--- src/rtl/pipeline_step_ctrl.sv ---
// Run/step/breakpoint controller: debounces the step button and sequences the core's global enable.
// Optional PC breakpoint halt is compiled in when PIPE_STEP_BREAKPOINT_EN is defined.
module pipeline_step_ctrl #(
  parameter int DEBOUNCE_CYCLES = 4,
  parameter int STEP_CYCLES     = 1,
  parameter int CNT_W           = 16
) (
  input  logic             i_clk,
  input  logic             i_rst,
  input  logic             i_btn_step,
  input  logic             i_run_mode,
  input  logic [31:0]      i_pc,
  input  logic [31:0]      i_bp_addr,
  input  logic             i_bp_valid,
  output logic             o_pipe_en,
  output logic             o_halted,
  output logic             o_bp_hit,
  output logic [CNT_W-1:0] o_cycle_cnt
);

  localparam int DB_W   = $clog2(DEBOUNCE_CYCLES);
  localparam int STEP_W = $clog2(STEP_CYCLES + 1);
  localparam logic [DB_W-1:0]   DB_LAST   = DB_W'(DEBOUNCE_CYCLES - 1);
  localparam logic [STEP_W-1:0] STEP_LOAD = STEP_W'(STEP_CYCLES);
  localparam logic [STEP_W-1:0] STEP_ONE  = STEP_W'(1);

  typedef enum logic [1:0] {
    ST_HALT  = 2'd0,
    ST_RUN   = 2'd1,
    ST_STEP  = 2'd2,
    ST_BREAK = 2'd3
  } state_t;

  state_t             state, state_n;
  logic [STEP_W-1:0]  step_cnt, step_cnt_n;
  logic               sync1, sync2;
  logic               btn_db, btn_db_d;
  logic [DB_W-1:0]    db_cnt;
  logic               press;
  logic [CNT_W-1:0]   cycle_cnt;

  // Two-flop synchronizer for the asynchronous button.
  always_ff @(posedge i_clk) begin
    if (!i_rst) begin
      sync1 <= 1'b0;
      sync2 <= 1'b0;
    end else begin
      sync1 <= i_btn_step;
      sync2 <= sync1;
    end
  end

  // Accept a new level only after DEBOUNCE_CYCLES consecutive differing samples.
  always_ff @(posedge i_clk) begin
    if (!i_rst) begin
      btn_db   <= 1'b0;
      btn_db_d <= 1'b0;
      db_cnt   <= '0;
    end else begin
      btn_db_d <= btn_db;
      if (sync2 != btn_db) begin
        if (db_cnt == DB_LAST) begin
          btn_db <= sync2;
          db_cnt <= '0;
        end else begin
          db_cnt <= db_cnt + DB_W'(1);
        end
      end else begin
        db_cnt <= '0;
      end
    end
  end

  assign press = btn_db & ~btn_db_d;

  always_ff @(posedge i_clk) begin
    if (!i_rst) begin
      state    <= ST_HALT;
      step_cnt <= '0;
    end else begin
      state    <= state_n;
      step_cnt <= step_cnt_n;
    end
  end

`ifdef PIPE_STEP_BREAKPOINT_EN
  logic bp_match;
  assign bp_match = i_bp_valid && (i_pc == i_bp_addr);
`else
  logic unused_bp;
  assign unused_bp = ^{i_pc, i_bp_addr, i_bp_valid};
`endif

  always_comb begin
    state_n    = state;
    step_cnt_n = step_cnt;
    case (state)
      ST_HALT: begin
        if (i_run_mode) begin
          state_n = ST_RUN;
        end else if (press) begin
          state_n    = ST_STEP;
          step_cnt_n = STEP_LOAD;
        end
      end
      // Presses and run-switch changes are ignored until the step burst completes.
      ST_STEP: begin
        step_cnt_n = step_cnt - STEP_ONE;
        if (step_cnt <= STEP_ONE) begin
          state_n = ST_HALT;
        end
      end
      ST_RUN: begin
`ifdef PIPE_STEP_BREAKPOINT_EN
        if (bp_match) begin
          state_n = ST_BREAK;
        end else if (!i_run_mode) begin
          state_n = ST_HALT;
        end
`else
        if (!i_run_mode) begin
          state_n = ST_HALT;
        end
`endif
      end
`ifdef PIPE_STEP_BREAKPOINT_EN
      ST_BREAK: begin
        if (press) begin
          state_n    = ST_STEP;
          step_cnt_n = STEP_LOAD;
        end else if (!i_run_mode) begin
          state_n = ST_HALT;
        end
      end
`endif
      default: begin
        state_n = ST_HALT;
      end
    endcase
  end

  assign o_pipe_en = (state == ST_RUN) || (state == ST_STEP);
`ifdef PIPE_STEP_BREAKPOINT_EN
  assign o_halted  = (state == ST_HALT) || (state == ST_BREAK);
  assign o_bp_hit  = (state == ST_BREAK);
`else
  assign o_halted  = (state == ST_HALT);
  assign o_bp_hit  = 1'b0;
`endif

  // Free-running enabled-cycle counter; wraps silently.
  always_ff @(posedge i_clk) begin
    if (!i_rst) begin
      cycle_cnt <= '0;
    end else if (o_pipe_en) begin
      cycle_cnt <= cycle_cnt + CNT_W'(1);
    end
  end

  assign o_cycle_cnt = cycle_cnt;

endmodule
--- config.mk ---
export PLATFORM = sky130hd
export DESIGN_NAME = pipeline_step_ctrl
export DESIGN_NICKNAME = d
export VERILOG_FILES = /design/src/rtl/pipeline_step_ctrl.sv
export SDC_FILE = /design/constraint.sdc
export NUM_CORES = 1
export LEC_CHECK = 0
export BUFFER_PORTS_ARGS = -buffer_cell sky130_fd_sc_hd__buf_4
export CAP_MARGIN = 10
export CORE_ASPECT_RATIO = 1.1
export CORE_MARGIN = 2
export CORE_UTILIZATION = 40
export DETAILED_ROUTE_END_ITERATION = 8
export PLACE_DENSITY_LB_ADDON = 0.25
export SLEW_MARGIN = 15
export SYNTH_ARGS = -nofsm -noshare
export SYNTH_HDL_FRONTEND = slang
export SYNTH_SLANG_ARGS = --single-unit
--- constraint.sdc ---
create_clock -name i_clk -period 4.54 [get_ports i_clk]
set_input_delay 0.681 -clock i_clk [delete_from_list [all_inputs] [get_ports i_clk]]
set_output_delay 0.681 -clock i_clk [all_outputs]
set_load 0.01 [all_outputs]
Word-level counts from Yosys, hierarchy flattened
Index checks and enable logic that the tools add are counted.
W data, S select, Z words.
{"block": "classes", "bitwise": 4, "order_cmp": 1, "n_eq_ne": 9, "reduce_logical": 7, "n_addsub": 3, "n_mux": 8}
{"cell": "$add A16 B1 Y16 const B", "count": 1}
{"cell": "$mux W2", "count": 4}
{"cell": "$ne A2 B2 Y1 const B", "count": 3}
{"cell": "$pmux W2 S3", "count": 1}
{"cell": "$reduce_and A3 Y1", "count": 2}
{"cell": "$eq A2 B2 Y1 const B", "count": 2}
{"cell": "$ne A3 B2 Y1 const B", "count": 1}
{"cell": "$not A1 Y1", "count": 3}
{"cell": "$reduce_or A3 Y1", "count": 1}
{"cell": "$add A2 B1 Y2 const B", "count": 1}
{"cell": "$eq A2 B1 Y1 const B", "count": 1}
{"cell": "$logic_not A2 Y1", "count": 1}
{"cell": "$mux W1", "count": 2}
{"cell": "$ne A2 B1 Y1 const B", "count": 1}
{"cell": "$pmux W1 S2", "count": 1}
{"cell": "$reduce_and A2 Y1", "count": 1}
{"cell": "$reduce_bool A2 Y1", "count": 1}
{"cell": "$and A1 B1 Y1", "count": 1}
{"cell": "$le A1 B1 Y1 const B", "count": 1}
{"cell": "$logic_or A1 B1 Y1", "count": 1}
{"cell": "$ne A1 B1 Y1", "count": 1}
{"cell": "$sub A1 B1 Y1 const B", "count": 1}
{"block": "word_totals", "wordCells": 40, "regBits": 25}

Longest topological paths before layout
{"block": "logic_depth", "ltp_word": 5, "mapped_depth": 7}

Worst setup path before layout
Ideal clock, no wire load.
{"block": "synth_timing", "path_type": "reg-to-reg", "from": "register state[0]", "to": "register cycle_cnt[13] (netlist: o_cycle_cnt[13])", "t_arrival_ps": 1631, "setup_time_ps": 71, "n_path_buf": 1, "slack_ps": 2839, "stages_incl_launch_ff": 8, "required_time_ps": 4469, "synth_period_minus_slack_ps": 1701, "cell_sequence": "dfxtp_1 > inv_1 > ha_1 > and4_1 > buf_6 > nand3_4 > or3_1 > a21oi_1"}
{"block": "synth_via", "elab_chain_cells": 2, "elab_cells_between_ends": 3}
{"element": "start, declared", "line_no": "34", "source": "state_t state, state_n;"}
{"element": "start signal, assigned", "line_no": "81", "source": "state <= state_n;"}
{"element": "$eq A2 B1 Y1 / $eq A2 B2 Y1 (equally long branches)", "line_no": "142", "source": "assign o_pipe_en = (state == ST_RUN) || (state == ST_STEP);"}
{"element": "$logic_or A1 B1 Y1 (*)", "line_no": "142"}
{"element": "net o_pipe_en", "line_no": "15", "source": "output logic o_pipe_en,"}
{"element": "end signal, assigned", "line_no": "156", "source": "cycle_cnt <= cycle_cnt + CNT_W'(1);"}
{"element": "end, declared", "line_no": "40", "source": "logic [CNT_W-1:0] cycle_cnt;"}
Mark *: on every way through the listed nets, which the timed path passes. The rest lies on a longest branch.
A chain may end at the register's enable or synchronous reset.

Worst setup path after layout
{"block": "layout_timing", "from": "register state[0]", "to": "output port o_pipe_en"}
{"block": "layout_via", "elab_chain_cells": 2, "elab_cells_between_ends": 3}
{"element": "$eq A2 B1 Y1 / $eq A2 B2 Y1 (equally long branches)", "line_no": "142"}
{"element": "$logic_or A1 B1 Y1 (*)", "line_no": "142"}
{"element": "end, declared", "line_no": "15"}
Mark *: on every way between the ends. The rest lies on a longest branch, timed or not.

==> results.yml <==
outcome:
  outcome: "finished clean"
floorplan:
  die_area_sq_um: 3041
  start_util: 0.4190
  die_w_um: 52.76
  die_h_um: 57.64
  placementRows: 19
  core-area_sq_um: 2496
  ios: 88
synthesis:
  yosysTopAreaCell: "dfxtp_1"
  seq_area_frac_synth: 0.4593
  syn_nets: 183
  ys_types: 29
  synthTopCellsByArea: "dfxtp_1 46%, xor2_1 8.4%, nor2_1 5.7%, ha_1 4.8%, nand4_1 3.6%"
  yosys_warnings: 0
  netlist_area_sq_um: 1046
  netlist_instances: 110
  netlist.area_leader.share: 0.4593
  syn_avg_cell_area_sq_um: 9.509
  ys_seq_elements: 24
global_routing:
  grt_start_max_net_pins: 22
  grt_pass1_vias: 711
  grtUsageTotal: 0.1366
  gr-total-overflow: 0
  grt_pass1_wl_um: 3098
  grt_antenna_before_repair: 0
clock_tree:
  clkLatencyLatePin_ns: 0.31
  cts_resized: 0
  hold_buffers: 0
  postCtsSetupRepairBufs: 0
  clockRootBuffer: "clkbuf_4"
  clk_pin_slew_ns: 0.13
  cts_tree: "built"
  clkSinkCount: 24
  htree_num_levels: 1
  cts_buffer_depth: 2
  numCtsBuffers: 3
run:
  cap_violations: 0
cells_and_area:
  seqCellArea_sq_um: 480.5
  multi_input_area_sq_um: 508.0
  area_growth_pct: 18.18
  num_antenna_cells: 0
  nNetsFinal: 203
  drive_gt1_frac: 0.2093
  fin_area_sq_um: 1236
  n_fill_cell: 254
route:
  drc: 0
  final_antenna_net_count: 0
  vias: 787
  wire_per_inst_um: 11.36
  viasPerCell: 4.919
  first_iter_violations: 0
  drt_first_pass_iters: 1
  wl_um: 1818
timing:
  slew_headroom: 0.5616
  tightestPinTransition_ns: 0.6568
  fmax_ghz: 0.5070
  min_period_ns: 1.972
  hold_ws_ns: 0.4388
  final_max_slew_viol_count: 0
  finClkSkew_ns: 0.003938
  setup_viol: 0
  final.setup.tns_ns: 0
  period_share: 0.4344
  finalHoldViolCount: 0
  rsz0062_at_grt: "no"
worst_setup_path:
  path_class: "reg -> out"
  critPathMaxFanout: 6
  crit_path_max_incr_delay_ns: 0.39
  path_delay_family: "adder cells"
  crit_path_start_kind: "flop"
  critical_path.cell_chain: "inv_1 -> ha_1 -> buf_4"
  end_kind: "output pin"
  critPathRequiredTime_ns: 3.86
  worstPathArrival_ns: 1.29
  worst-path-buf-inv: 2
  crit_slowest_cell: "ha_1"
pwr:
  ir_drop_v: 0.0001652
  power_density_nw_per_um2: 291.1
  swShare: 0.2260
  power.share.clock: 0.311
  p_int_uw: 278.5
  p_comb_frac: 0.084
  p_seq_frac: 0.605
  power.leakage_nw: 0.5174
  p_switching_uw: 81.35
placed_design:
  portBuffers: 21
  placed_cell_area_sq_um: 1200
  place.gp.congestion: 0.7672
  place_hpwl_um: 1301
hold_path:
  hold_path_class: "reg -> reg"
[placed cells by master, fill, tap and decap left out, types with 3 or more instances in the layout]
master,synthesis,layout
a21oi_1,3,3
and2_1,4,4
and4_1,3,3
buf_4,1,21
clkbuf_4,0,3
dfxtp_1,24,24
ha_1,4,4
inv_1,4,4
mux2i_1,3,3
nand2_1,5,5
nand3_1,3,3
nand4_1,6,6
nor2_1,16,16
o21ai_0,3,3
or3_1,3,3
xnor2_1,3,3
xor2_1,10,10
[final timing paths]
kind,startpoint,end,slack [ns],cells past startpoint
worst max-delay path,state[0],o_pipe_en,2.57,3
worst min-delay path,db_cnt[0],db_cnt[0],0.44,1
worst max register to register,state[0],o_cycle_cnt[15],2.65,6
worst min register to register,db_cnt[0],db_cnt[0],0.44,1
[flip-flops by register name, indices dropped and copies added, names as in the netlist]
name / cells
sync1: 1
o_cycle_cnt: 16
btn_db_d: 1
btn_db: 1
state: 2
sync2: 1
db_cnt: 2
[cells in the mapped netlist]
cell type  number
o22a_1          1
inv_1           4
clkbuf_1        2
nor4_1          1
nand3_4         1
nand3_1         3
a22oi_1         1
xnor2_1         3
and4_1          3
ha_1            4
mux2i_1         3
o21ai_0         3
dfxtp_1        24
conb_1          1
buf_4           1
nor2_1         16
clkbuf_2        1
nand2b_1        1
a21oi_1         3
nor4b_1         1
o32a_1          1
nand4_1         6
or3_1           3
buf_6           2
xor2_1         10
and3_1          1
and3_2          1
nand2_1         5
and2_1          4
[final cells by class]
cell class	count	share of cell area
sequential	24	0.3887
tap	31	0.03138
timing repair buffer	21	0.1275
multi-input combinational	76	0.4109
clock buffer	4	0.02935
inverter	4	0.01215
[power groups by stage]
stage	Sequential, mW	Clock (mW)	Combinational [mW]
2_1_floorplan	0.223	0	0.0193
3_3_place_gp	0.222	0	0.0300
3_5_place_dp	0.223	0	0.0305
4_1_cts	0.218	0.115	0.0307
5_1_grt	0.219	0.127	0.0338
6_report	0.218	0.112	0.0301
[metal layers]
layer,vias to the layer above,global-route usage,share of wire
met5,-,0,0
met4,0,0.06593,0.021
met3,5,0.03093,0.053
met1,352,0.1812,0.49
li1,408,-,-
met2,22,0.2089,0.43
[stage by stage]
stage | total power [mW] | setup slack, ns | instances | utilization
finish | 0.3599 | 2.568 | 160 | 0.4952
CTS | 0.3640 | 2.547 | 160 | 0.4952
floorplan | 0.2421 | 2.839 | 110 | -
detailed placement | 0.2531 | 2.659 | 156 | 0.4807
global route | 0.3798 | 2.442 | 160 | 0.4952
global placement | 0.2523 | 2.686 | 156 | 0.4807
[cell families (layout without fill, tap and decap cells)]
| family | Yosys count | count (layout) | share of synthesized area |
|---|---|---|---|
| AO/OA/AOI/OAI | 9 | 9 | 0.05382 |
| XOR/XNOR | 13 | 13 | 0.1089 |
| adder cells (fa/ha/maj) | 4 | 4 | 0.04785 |
| buffers and inverters | 10 | 29 | 0.05502 |
| flip-flops | 24 | 24 | 0.4593 |
| multiplexers | 3 | 3 | 0.02871 |
| other | 1 | 1 | 0.003585 |
| AND/OR/NAND/NOR | 46 | 46 | 0.2428 |
No activity file was read; power rests on OpenSTA's default activity.
